<file path="src/rtl/imem_loader.sv">
// imem_loader: streams a program into instruction memory, packing 4 bytes per 32-bit word (big-endian).
// Latency: the 4th byte of a word is accepted in cycle N, its write strobe is in N+1, and done/cpu_reset release in N+2 after the last word.
// Backpressure: byte_ready is high only in COLLECT; bytes offered at any other time are left unconsumed.
//
// Ports: clock/reset (sync, active-high); start + word_count request a load;
//        byte_in/byte_valid/byte_ready byte stream; mem_* instruction-memory write port;
//        cpu_reset holds the CPU until a program is loaded; busy/done/err_length status.
module imem_loader #(
  parameter logic [31:0] BASE_ADDR   = 32'h0,
  parameter int          MAX_WORDS   = 256,
  parameter int          COUNT_WIDTH = 16
) (
  input  logic                   clock,
  input  logic                   reset,
  input  logic                   start,
  input  logic [COUNT_WIDTH-1:0] word_count,
  input  logic [7:0]             byte_in,
  input  logic                   byte_valid,
  output logic                   byte_ready,
  output logic                   mem_write_enabled,
  output logic [31:0]            mem_input_address,
  output logic [31:0]            mem_input_data,
  output logic                   cpu_reset,
  output logic                   busy,
  output logic                   done,
  output logic                   err_length
);

  typedef enum logic [1:0] {IDLE, COLLECT, WRITE, DONE} state_t;

  // One extra bit so MAX_WORDS itself is representable even when it equals 2^COUNT_WIDTH.
  localparam logic [COUNT_WIDTH:0] MAX_W = (COUNT_WIDTH+1)'(MAX_WORDS);

  state_t                 state_q, state_d;
  logic [COUNT_WIDTH-1:0] count_q, count_d;
  logic [COUNT_WIDTH-1:0] index_q, index_d;
  logic [1:0]             byte_cnt_q, byte_cnt_d;
  // Only the first three bytes need storing; the fourth goes straight into the data register.
  logic [23:0]            word_q, word_d;

  logic        byte_ready_q, byte_ready_d;
  logic        we_q, we_d;
  logic [31:0] addr_q, addr_d;
  logic [31:0] data_q, data_d;
  logic        cpu_reset_q, cpu_reset_d;
  logic        busy_q, busy_d;
  logic        done_q, done_d;
  logic        err_q, err_d;

  logic                   accept;
  logic                   start_ok;
  logic [COUNT_WIDTH-1:0] index_next;

  assign accept     = byte_valid & byte_ready_q;
  assign start_ok   = (word_count != '0) && ({1'b0, word_count} <= MAX_W);
  assign index_next = index_q + COUNT_WIDTH'(1);

  always_comb begin
    state_d      = state_q;
    count_d      = count_q;
    index_d      = index_q;
    byte_cnt_d   = byte_cnt_q;
    word_d       = word_q;
    byte_ready_d = byte_ready_q;
    we_d         = 1'b0;
    addr_d       = addr_q;
    data_d       = data_q;
    cpu_reset_d  = cpu_reset_q;
    busy_d       = busy_q;
    done_d       = done_q;
    err_d        = 1'b0;

    case (state_q)
      // A rejected start in DONE leaves the loaded program running untouched.
      IDLE, DONE: begin
        if (start) begin
          if (start_ok) begin
            state_d      = COLLECT;
            count_d      = word_count;
            index_d      = '0;
            byte_cnt_d   = 2'd0;
            byte_ready_d = 1'b1;
            busy_d       = 1'b1;
            done_d       = 1'b0;
            cpu_reset_d  = 1'b1;
          end else begin
            err_d = 1'b1;
          end
        end
      end

      COLLECT: begin
        if (accept) begin
          word_d = {word_q[15:0], byte_in};
          if (byte_cnt_q == 2'd3) begin
            state_d      = WRITE;
            byte_cnt_d   = 2'd0;
            byte_ready_d = 1'b0;
            we_d         = 1'b1;
            addr_d       = BASE_ADDR + (32'(index_q) << 2);
            data_d       = {word_q, byte_in};
          end else begin
            byte_cnt_d = byte_cnt_q + 2'd1;
          end
        end
      end

      WRITE: begin
        index_d = index_next;
        if (index_next == count_q) begin
          state_d      = DONE;
          byte_ready_d = 1'b0;
          busy_d       = 1'b0;
          done_d       = 1'b1;
          cpu_reset_d  = 1'b0;
        end else begin
          state_d      = COLLECT;
          byte_ready_d = 1'b1;
        end
      end

      default: state_d = IDLE;
    endcase
  end

  always_ff @(posedge clock) begin
    if (reset) begin
      state_q      <= IDLE;
      count_q      <= '0;
      index_q      <= '0;
      byte_cnt_q   <= 2'd0;
      word_q       <= 24'd0;
      byte_ready_q <= 1'b0;
      we_q         <= 1'b0;
      addr_q       <= BASE_ADDR;
      data_q       <= 32'd0;
      cpu_reset_q  <= 1'b1;
      busy_q       <= 1'b0;
      done_q       <= 1'b0;
      err_q        <= 1'b0;
    end else begin
      state_q      <= state_d;
      count_q      <= count_d;
      index_q      <= index_d;
      byte_cnt_q   <= byte_cnt_d;
      word_q       <= word_d;
      byte_ready_q <= byte_ready_d;
      we_q         <= we_d;
      addr_q       <= addr_d;
      data_q       <= data_d;
      cpu_reset_q  <= cpu_reset_d;
      busy_q       <= busy_d;
      done_q       <= done_d;
      err_q        <= err_d;
    end
  end

  assign byte_ready        = byte_ready_q;
  assign mem_write_enabled = we_q;
  assign mem_input_address = addr_q;
  assign mem_input_data    = data_q;
  assign cpu_reset         = cpu_reset_q;
  assign busy              = busy_q;
  assign done              = done_q;
  assign err_length        = err_q;

endmodule

</file>
<file path="config.mk">
export PLATFORM = sky130hd
export DESIGN_NAME = imem_loader
export DESIGN_NICKNAME = d
export VERILOG_FILES = /design/src/rtl/imem_loader.sv
export SDC_FILE = /design/constraint.sdc
export NUM_CORES = 1
export LEC_CHECK = 0
export BUFFER_PORTS_ARGS = -buffer_cell sky130_fd_sc_hd__buf_2
export CAP_MARGIN = 20
export CELL_PAD_IN_SITES_DETAIL_PLACEMENT = 0
export CELL_PAD_IN_SITES_GLOBAL_PLACEMENT = 1
export CORE_UTILIZATION = 37
export CTS_CLUSTER_SIZE = 30
export DETAILED_ROUTE_END_ITERATION = 8
export PLACE_DENSITY_LB_ADDON = 0.1
export REMOVE_ABC_BUFFERS = 1
export SLEW_MARGIN = 40
export SYNTH_ARGS = -nofsm -noshare
export SYNTH_HDL_FRONTEND = slang
export SYNTH_SLANG_ARGS = --single-unit
</file>
<file path="constraint.sdc">
create_clock -name clock -period 2.3 [get_ports clock]
set_clock_uncertainty 0.15 [all_clocks]
set_input_delay 0.23 -clock clock [delete_from_list [all_inputs] [get_ports clock]]
set_output_delay 0.23 -clock clock [all_outputs]
set_load 0.005 [all_outputs]
</file>
After elaboration in Yosys (flattened, before gate mapping)

Cells that the tools add are included.
Widths: inputs -> output; s select.

Register bits: 114
Input port bits: 28
Logic and storage cells: 74

Add/sub/neg operators: 2
Order comparisons: 1
Equality and inequality tests: 10
Multiplexer cells: 28
Bitwise operators: 5
Reduce and logical (&&, ||, !) cells: 15

Operator list:

| kind                  | number |
|---|---|
| $mux 16               | 2 |
| $pmux 16 s2           | 1 |
| $mux 2                | 9 |
| $add 16x1->16 const B | 1 |
| $eq 16x16->1          | 1 |
| $le 16x9->1 const B   | 1 |
| $reduce_bool 16->1    | 1 |
| $reduce_and 4->1      | 3 |
| $mux 1                | 11 |
| $ne 2x2->1 const B    | 5 |
| $reduce_and 3->1      | 3 |
| $eq 2x2->1 const B    | 3 |
| $pmux 2 s3            | 1 |
| $reduce_or 3->1       | 2 |
| $not 1->1             | 4 |
| $pmux 1 s2            | 2 |
| $pmux 2 s2            | 1 |
| $reduce_bool 2->1     | 2 |
| $pmux 1 s3            | 1 |
| $add 2x1->2 const B   | 1 |
| $eq 2x1->1 const B    | 1 |
| $logic_not 2->1       | 1 |
| $reduce_and 2->1      | 1 |
| $reduce_or 2->1       | 1 |
| other kinds (2)       | 2 |

Depth between registers and ports, before layout

Depth after elaboration: 5
Depth in mapped cells: 10

Worst setup path before layout

OpenSTA, ideal clock, no wires.

Path kind: reg2reg
Start point: register index_q[0]
End point: register state_q[1]
Library setup time: 122 ps
Arrival: 1985 ps
Required time: 2028 ps
Path slack: 44 ps
Stages on the path, launching flop included: 8
Buffers on the path: 0
Clock period less this slack: 2256 ps
Cells stage by stage: dfxtp_1 ha_1 nand3_1 nor4_1 a21oi_1 o211ai_1 nor4_2 o311a_1

Word-level cells in the longest chain between the ends: 4

Ends and longest elaborated chain:

| what                   | line | RTL |
|---|---|---|
| start, declared        | 36   | `logic [COUNT_WIDTH-1:0] index_q, index_d;` |
| start signal, assigned | 144  | `index_q <= index_d;` |
| $add 16x1->16          | 56   | `assign index_next = index_q + COUNT_WIDTH'(1);` |
| $eq 16x16->1           | 110  | `if (index_next == count_q) begin` |
| $mux 2                 | 110  |  |
| $pmux 2 s3             | 73   | `case (state_q)` |
| end signal, assigned   | 142  | `state_q <= state_d;` |
| end, declared          | 34   | `state_t state_q, state_d;` |

No other way between the ends.
A chain may end at the register's enable or synchronous reset.

Worst setup path in the final report

Start point: register index_q[0]
End point: register busy_q, in the netlist busy

Word-level cells in the longest chain between the ends: 4

Ends and longest elaborated chain:

| what                              | line | RTL |
|---|---|---|
| $add 16x1->16                     | 56   |  |
| $eq 16x16->1                      | 110  |  |
| $ne 2x2->1 (no source line)       | --   |  |
| $reduce_and 4->1 (no source line) | --   |  |
| end signal, assigned              | 152  | `busy_q <= busy_d;` |
| end, declared                     | 46   | `logic busy_q, busy_d;` |

No other way between the ends.

==> flow_summary.toml <==
[setup_path]
path_class = "flop to flop"
cp-start-kind = "flop"
end_kind = "flop"
cp_common_cell = "buf_4"
arrival_ns = 2.34
worstPathCellList = "buf_4, buf_4, and4_4, nand4b_1, a211oi_2, buf_4, nand4b_4, o41ai_2, a21oi_1"
slowest_delay_ns = 0.33
cp_slowest_cell = "dfxtp_1"
cp_data_required_time_ns = 2.45
crit_fanout = 6
rr_worst_depth = 9

[global_routing]
grt_pass1_wl_um = 21100
gr-usage-met1 = 0.252
grt_max_degree = 56
grtUsageMet2 = 0.284
top_usage_layer = "met2"
grt_antenna_before_repair = 0
grt-ovfl-total = 0
grt_usage = 0.187
grt_pass1_vias = 4338
use_met3 = 0.0409

[place]
hpwl_um = 8600
port-buffer-count = 81
placed_cells = 906
gp_congestion = 0.853

[pwr]
peakVddDrop_mv = 0.418
p_leak_nw = 2.65
cellPowerDensity_mw_per_mm2 = 692
power_mw = 4.63

[cells_and_area]
utilization = 0.499
finalNonFillerCells = 947
syn_to_final_growth_pct = 30.5
layout_commonest_cell = "nand2_1"
nFillCells = 1319
antenna_cells = 0
drive_above_1_share = 0.259
final_cell_mix = "nand2_1, dfxtp_1, a21oi_1, buf_2, buf_4"
final_nets = 793

[floorplan]
io_pins = 98
start_util = 0.383
placementRows = 42
dieWidth_um = 120
core-area_mm2 = 0.0134
die-area_mm2 = 0.0143
die_h_um = 120

[timing]
final-max-slew-violation-count = 0
setup_viol = 0
fin_hold_ws_ns = 0.00809
fin_crit_ns = 2.20
period_share = 0.956
max_freq_mhz = 455
rsz0062_at_grt = "false"
hold_viol_final = 0

[route]
drc = 0
routed_wl_um = 12600
dr.first_iter.drc_count = 290
ant_nets = 0
num_vias = 4614
drt-vias-per-instance = 4.87
routedWlPerCell_um = 13.4
dr.pass1.iters = 6

[outcome]
status = "finished clean"

[synth]
yosysSeqAreaShare = 0.445
synth_edf_count = 0
synth-main-ff-cell = "dfxtp_1"
yosysUniqueCellTypes = 61
syn-cell-area_mm2 = 0.00513
syn_area_per_cell_um2 = 8.02
synth-seq-cells = 114
yosysWarnings = 0
synth_cells = 639
async_reset_ff_frac = 0

[clocking]
cts.path.max_buffers = 2
cts_setup_buffers = 0
clock_sinks = 114
htreeDepth = 4
cts_tree = "yes"
cts-root-buf = "clkbuf_16"
cts_buffers = 17
clock_latency_ns = 0.41
path_clk_slew_ns = 0.06

[worst_hold_path]
hp-class = "input port to flop"
hold_path_depth = 4

[run]
max_cap_violations = 0
==> state kept, by name, indices dropped and copies added, names as in the netlist <==
register / cells
err_length: 1
count_q: 16
byte_ready: 1
mem_write_enabled: 1
done: 1
byte_cnt_q: 2
mem_input_address: 16
busy: 1
word_q: 24
state_q: 2
mem_input_data: 32
cpu_reset: 1
index_q: 16
==> logic make-up after synthesis <==
logic type | count (synthesis) | share of synthesized area
AOI/OAI and AO/OA | 136 | 0.153
other | 1 | 0.000731
xor gates and xnor gates | 18 | 0.0307
DFF | 114 | 0.445
buffers and inverters | 72 | 0.0742
and+or+nand+nor | 282 | 0.263
muxes | 11 | 0.0215
adders and majority gates | 5 | 0.0122
==> per-layer routing <==
layer	wire, µm	up-vias	part of all wire
li1	-	2360	-
met1	6320	2124	0.50
met2	5630	114	0.45
met3	546	16	0.043
met4	149	0	0.012
met5	0	-	0
==> repair_timing <==
action,in CTS,in global routing
hold endpoints to repair,19,0
setup endpoints to repair,5,5
cloned,0,0
gates resized for setup,3,18
pin swaps,4,8
hold buffers,11,0
==> report_power, final <==
part	internal, mW	total (mW)	switching [mW]
clock	1.54	2.44	0.899
combinational	0.0792	0.192	0.112
sequential	1.99	2.00	0.00867
total	3.61	4.63	1.02
==> cell usage after synthesis (5+ instances only) <==
cell / count / area [µm²]
nand2_1: 167 / 627
dfxtp_1: 114 / 2280
a21oi_1: 90 / 450
nor2_1: 34 / 128
clkbuf_1: 26 / 97.6
buf_4: 23 / 173
o21ai_0: 12 / 60.1
and2_1: 11 / 68.8
mux2i_1: 11 / 110
nor3_1: 11 / 55.1
inv_1: 10 / 37.5
nand3_1: 9 / 45.0
xnor2_1: 9 / 78.8
xor2_1: 9 / 78.8
buf_2: 7 / 35.0
o21ai_1: 7 / 35.0
and3_1: 6 / 37.5
nor2b_1: 6 / 37.5
ha_1: 5 / 62.6
nor3b_1: 5 / 37.5
==> metrics by stage <==
step	setup TNS (ns)	cell area [µm²]	setup WS, ns
3_3_place_gp	-0.594	5940	-0.145
4_1_cts	0	6620	0.00191
6_report	0	6690	0.102
2_1_floorplan	-18.33	4840	-0.334
5_1_grt	0	6690	0.00242
3_5_place_dp	-0.756	5940	-0.130
==> area by class of cell <==
cell class,instances,area (µm²),area share
repair buffers,149,991,0.148
inverters,10,37.5,0.00561
clock buffers,20,467,0.0698
well taps,176,220,0.0329
flip-flops and latches,114,2290,0.342
clock inverters,10,86.3,0.0129
multi-input cells,468,2600,0.389
==> path summary, 6_finish.rpt <==
check	startpoint	endpoint	slack [ns]
min reg2reg	mem_input_address[7]	mem_input_address[7]	0.30
max reg2reg	index_q[0]	busy	0.10
min	word_count[2]	count_q[2]	0.008
max	index_q[0]	busy	0.10
==> critical path: cells and delay by family (launching register included) <==
kind | cells | cell delay (ns)
DFF | 1 | 0.33
buffers and inverters | 3 | 0.43
and+or+nand+nor | 3 | 0.50
AOI/OAI and AO/OA | 3 | 0.68
Note: power is estimated with default switching activity, not from simulation.
